### config.mk
export PLATFORM = sky130hd
export DESIGN_NAME = dds_phase_to_amplitude
export DESIGN_NICKNAME = d
export VERILOG_FILES = /design/src/rtl/dds_phase_to_amplitude.sv
export SDC_FILE = /design/constraint.sdc
export NUM_CORES = 1
export LEC_CHECK = 0
export BUFFER_PORTS_ARGS = -buffer_cell sky130_fd_sc_hd__buf_4
export CAP_MARGIN = 20
export CELL_PAD_IN_SITES_DETAIL_PLACEMENT = 1
export CELL_PAD_IN_SITES_GLOBAL_PLACEMENT = 1
export CORE_UTILIZATION = 47
export CTS_CLUSTER_SIZE = 12
export DETAILED_ROUTE_END_ITERATION = 7
export PLACE_DENSITY_LB_ADDON = 0.1
export RECOVER_POWER = 100
export SLEW_MARGIN = 25
export SYNTH_ARGS = -nofsm -noshare
export SYNTH_HDL_FRONTEND = slang
export SYNTH_SLANG_ARGS = --single-unit
### constraint.sdc
create_clock -name clk -period 3.1 [get_ports clk]
set_clock_uncertainty 0.1 [all_clocks]
set_input_delay 0.31 -clock clk [delete_from_list [all_inputs] [get_ports clk]]
set_output_delay 0.31 -clock clk [all_outputs]
set_load 0.02 [all_outputs]
### src/rtl/dds_phase_to_amplitude.sv
// Phase-to-amplitude converter for a DDS: quarter-wave sine ROM with quadrant
// folding plus square/sawtooth/triangle, all aligned by a 3-stage valid pipeline.
module dds_phase_to_amplitude #(
   parameter int PW = 14,
   parameter int AW = 8,
   parameter int QB = 6
) (
   input  logic          clk,
   input  logic          rst,
   input  logic [PW-1:0] phase,
   input  logic          phase_valid,
   input  logic [1:0]    wave_sel,
   output logic [AW-1:0] amp,
   output logic          amp_valid
);

   typedef enum logic [1:0] {
      WAVE_SINE   = 2'd0,
      WAVE_SQUARE = 2'd1,
      WAVE_SAW    = 2'd2,
      WAVE_TRI    = 2'd3
   } wave_t;

   localparam int            ROM_DEPTH = 2 ** QB;
   localparam logic [AW-1:0] MID       = {1'b1, {(AW-1){1'b0}}};
   localparam logic [AW-1:0] MID_M1    = MID - 1'b1;

   // Elaboration-time sine in 2^30 fixed point (Taylor series to x^17), rounded
   // to AW-1 bits. Evaluated at (k+0.5) so ~idx mirroring lands on exact entries.
   function automatic int rom_entry(input int k);
      longint scale;
      longint pi_fix;
      longint x;
      longint term;
      longint acc;
      scale  = 64'sd1 <<< 30;
      pi_fix = 64'sd3373259426;
      x      = (pi_fix * longint'(2 * k + 1)) / longint'(4 * ROM_DEPTH);
      term   = x;
      acc    = x;
      for (int n = 1; n <= 8; n++) begin
         term = -((((term * x) / scale) * x) / scale) / longint'((2 * n) * (2 * n + 1));
         acc  = acc + term;
      end
      return int'((longint'(2 ** (AW - 1) - 1) * acc + scale / 2) / scale);
   endfunction

   logic [AW-2:0] rom [ROM_DEPTH];

   for (genvar k = 0; k < ROM_DEPTH; k++) begin : g_rom
      localparam int ENTRY = rom_entry(k);
      assign rom[k] = ENTRY[AW-2:0];
   end

   // Low phase bits below the sine index / triangle slice carry no information here.
   logic unused_phase;
   assign unused_phase = ^phase;

   // Stage 1: capture (only the top AW+1 phase bits are needed downstream)
   logic          v1;
   logic [AW:0]   ph1;
   logic [QB-1:0] midx1;
   wave_t         sel1;

   // Stage 2: lookup
   logic          v2;
   logic [AW:0]   ph2;
   logic [AW-2:0] q2;
   wave_t         sel2;

   logic [AW-1:0] shaped;

   // NOTE: only the valid bits and the output register are reset; the data
   // registers are don't-care while their valid bit is low, so they stay reset-free.
   always_ff @(posedge clk) begin
      if (phase_valid) begin
         ph1   <= phase[PW-1 -: AW+1];
         midx1 <= phase[PW-2] ? ~phase[PW-3 -: QB] : phase[PW-3 -: QB];
         sel1  <= wave_t'(wave_sel);
      end
      ph2  <= ph1;
      q2   <= rom[midx1];
      sel2 <= sel1;
   end

   always_ff @(posedge clk) begin
      if (rst) begin
         v1        <= 1'b0;
         v2        <= 1'b0;
         amp_valid <= 1'b0;
         amp       <= MID;
      end else begin
         v1        <= phase_valid;
         v2        <= v1;
         amp_valid <= v2;
         if (v2) begin
            amp <= shaped;
         end
      end
   end

   // Stage 3 shaping; ph2[AW] is the half-cycle bit, ph2[AW-1] the quarter bit.
   always_comb begin
      shaped = MID;
      case (sel2)
         WAVE_SINE:   shaped = ph2[AW] ? (MID_M1 - {1'b0, q2}) : (MID + {1'b0, q2});
         WAVE_SQUARE: shaped = {AW{~ph2[AW]}};
         WAVE_SAW:    shaped = ph2[AW:1];
         WAVE_TRI:    shaped = ph2[AW] ? ~ph2[AW-1:0] : ph2[AW-1:0];
         default:     shaped = MID;
      endcase
   end

endmodule

==> impl_metrics.csv <==
group,metric,value,unit
outcome,outcome,"finished clean",
setup_path,crit_start,"midx1[0]$_DFFE_PP_",
synthesis,synth_cell_types,44,
drt,vias,1655,
finish,num_antenna_cells,0,
clocking,cts_resized,0,
floorplan,core-area,0.00441,sq mm
synthesis,synth-seq-cells,46,
finish,seqCellArea,0.00109,sq mm
clocking,cts_root_buf,"clkbuf_8",
hold_path,hold_class,"primary input to flop",
clocking,cts.sinks,46,
clocking,holdBufCountCts,0,
floorplan,rows,24,
synthesis,synth_cells,225,
clocking,postCtsSetupRepairBufs,0,
synthesis,synth_edf_count,17,
setup_path,rr_worst_depth,6,
floorplan,die_x,70.5,microns
drt,wl,4.59,mm
sta,hold_viol,0,
global_routing,grt_pass1_wl,7.96,mm
flow_run,drv_cap,0,
placed_design,portBuffers,22,
setup_path,rrSetupSlack,1160,ps
setup_path,crit_path_end,"q2[3]$_DFF_P_",
power,power.density,560,mW/mm^2
sta,period_share,62.5,%
sta,setup_slack,1160,ps
synthesis,ys_seq_area_share,49.5,%
global_routing,overflow,0,
clocking,htree_levels,2,
sta,clock.fmax,516,MHz
placed_design,place_worst_setup_slack,1200,ps
setup_path,r2r_end,"q2[3]$_DFF_P_",
drt,ant_nets,0,
floorplan,die-height,70.5,microns
setup_path,start_kind,"flop",
sta,worst_pin_slew,925,ps
drt,drtIter0Drc,122,
floorplan,start_util,49.9,%
finish,layout-drive-gt1-share,7.95,%
setup_path,end_kind,"flop",
floorplan,dieArea,0.00496,sq mm
setup_path,cp_max_fo,10,
setup_path,worstPathRequired,3230,ps
clocking,insertion_delay,300,ps
floorplan,boundaryPins,28,
drt,vias_per_cell,5.69,
sta,maxSlewViolCount,0,
clocking,clk_pin_slew,80,ps
sta,setup_viol,0,
drt,remaining_drc_errors,0,
setup_path,r2r-start,"midx1[0]$_DFFE_PP_",
sta,rsz0062_at_grt,"false",
global_routing,grt_pass1_vias,1698,
placed_design,place_congestion,0.787,
synthesis,synth_area,0.00220,sq mm
finish,syn_to_final_growth,8.30,%
synthesis,dominantRegCellSynth,"dfxtp_1",
finish,multi_input_area,977,sq um
finish,finalNetCount,268,
placed_design,hpwl,3.31,mm
drt,wire_per_inst,15.8,microns
finish,final.fill_count,512,
synthesis,synth_nets,255,
power,p_leak,0.000917,uW
drt,dr.pass1.iters,4,
global_routing,grt_max_degree,28,
global_routing,antenna_found_initial,0,
setup_path,path_class,"flop to flop",
setup_path,arrival,2070,ps
sta,tns,0,ps
sta,max-slew-margin-rel,38.4,%
synthesis,avgSynthCellArea,9.79,sq um
sta,fin_crit,1940,ps
power,ir_worst_vdd,0.353,mV
clocking,cts_buffers,5,
synthesis,ys_warn_count,0,
synthesis,asyncSetResetFlopFracSynth,0,%
global_routing,grt_usage,20.7,%
clocking,cts.path.max_buffers,2,
clocking,cts_tree,"done",
## state kept, by name (all words and copies together), names as in the netlist, 2 cells and up
register / count
ph1: 9
q2: 7
sel1: 2
sel2: 2
midx1: 6
ph2: 9
amp: 8
## report_power, final
part	switching (uW)	internal, uW
clock network	203	158
logic	119	95.5
registers	70.6	688
## cell usage in the layout, fill, tap and decap left out, types with 2 or more instances in the layout
cell       instances
nor2_1            17
a21oi_1           10
o21ai_1            5
nand2b_1           2
buf_4              2
mux2i_1            3
nand3_1            3
inv_1             11
nand3b_1           4
o2111ai_1          2
o22ai_1           11
xor2_1             6
a211oi_1           8
dfxtp_1           29
clkbuf_8           5
nor3_1             9
or3_1              2
nor2b_1            9
clkbuf_4           7
clkbuf_1          14
nand2_1           15
o21ai_0           12
edfxtp_1          17
ha_1              11
o21a_1             3
## synth_stat cells (all sizes together) (2+ instances only)
cell type / n / area share [%]
nand2b: 2 / 0.57
a211oi: 8 / 2.7
edfxtp: 17 / 23
o21ai: 17 / 3.9
nor3: 10 / 2.5
nand3b: 4 / 1.4
nand2: 15 / 2.6
ha: 11 / 6.2
dfxtp: 29 / 26
xor2: 6 / 2.4
o2111ai: 2 / 0.80
o22ai: 11 / 3.1
clkbuf: 7 / 1.2
nor2b: 9 / 2.6
buf: 10 / 3.0
mux2i: 3 / 1.4
nor2: 17 / 2.9
nand3: 3 / 0.68
a21oi: 10 / 2.3
or3: 2 / 0.57
o21a: 3 / 1.0
inv: 11 / 1.9
## through the flow
stage	util [%]	instance area (sq um)	total power, uW	hold slack (ps)	cells
5_1_grt	54.0	2380	1410	82.7	291
3_5_place_dp	53.2	2350	996	230	283
3_3_place_gp	53.2	2350	981	227	283
6_report	54.0	2380	1340	102	291
2_1_floorplan	-	2200	921	223	225
4_1_cts	55.2	2440	1360	67.8	291
## cells by family (layout without fill, tap and decap cells)
logic type               Yosys count  count (layout)  synth area share (%)
AO/OA/AOI/OAI                     63              63                  18.5
XOR/XNOR                           7               7                  2.78
adder cells (fa/ha/maj)           11              11                  6.25
buffers and inverters             28              42                  6.08
flip-flops                        46              46                  49.5
multiplexers                       3               3                  1.36
AND/OR/NAND/NOR                   67              67                  15.5
## per-layer routing
metal / up-vias / track usage [%] / wire length (microns)
li1: 826 / - / -
met1: 793 / 26.9 / 2200
met2: 30 / 33.8 / 2170
met3: 6 / 5.92 / 176
met4: 0 / 5.11 / 40
met5: - / 0 / 0
## worst min path at each step
stage | startpoint | endpoint | slack, ps | cells past startpoint
floorplan | ph1[0]$_DFFE_PP_ | ph2[0]$_DFF_P_ | 220 | 0
global placement | ph1[0]$_DFFE_PP_ | ph2[0]$_DFF_P_ | 230 | 0
detailed placement | ph1[1]$_DFFE_PP_ | ph2[1]$_DFF_P_ | 230 | 0
CTS | wave_sel[0] | sel1[0]$_DFFE_PP_ | 70 | 1
global route | phase[13] | ph1[8]$_DFFE_PP_ | 80 | 1
finish | wave_sel[0] | sel1[0]$_DFFE_PP_ | 100 | 1
## worst max-delay path, cell delays in order, from the launching register on
cell and delay (ps):
edfxtp_1 590, inv_1 150, ha_1 240, and2b_1 240, nor3_1 70, a211oi_1 280, a2bb2oi_1 190
## area by class of cell
| class | instances | share of cell area, % |
|---|---|---|
| clock buffers | 5 | 2.89 |
| clock inverters | 3 | 0.892 |
| inverters | 11 | 1.73 |
| multi-input cells | 151 | 41.0 |
| flip-flops and latches | 46 | 45.8 |
| well taps | 52 | 2.73 |
| repair buffers | 23 | 5.04 |
(Power assumes the default switching activity.)
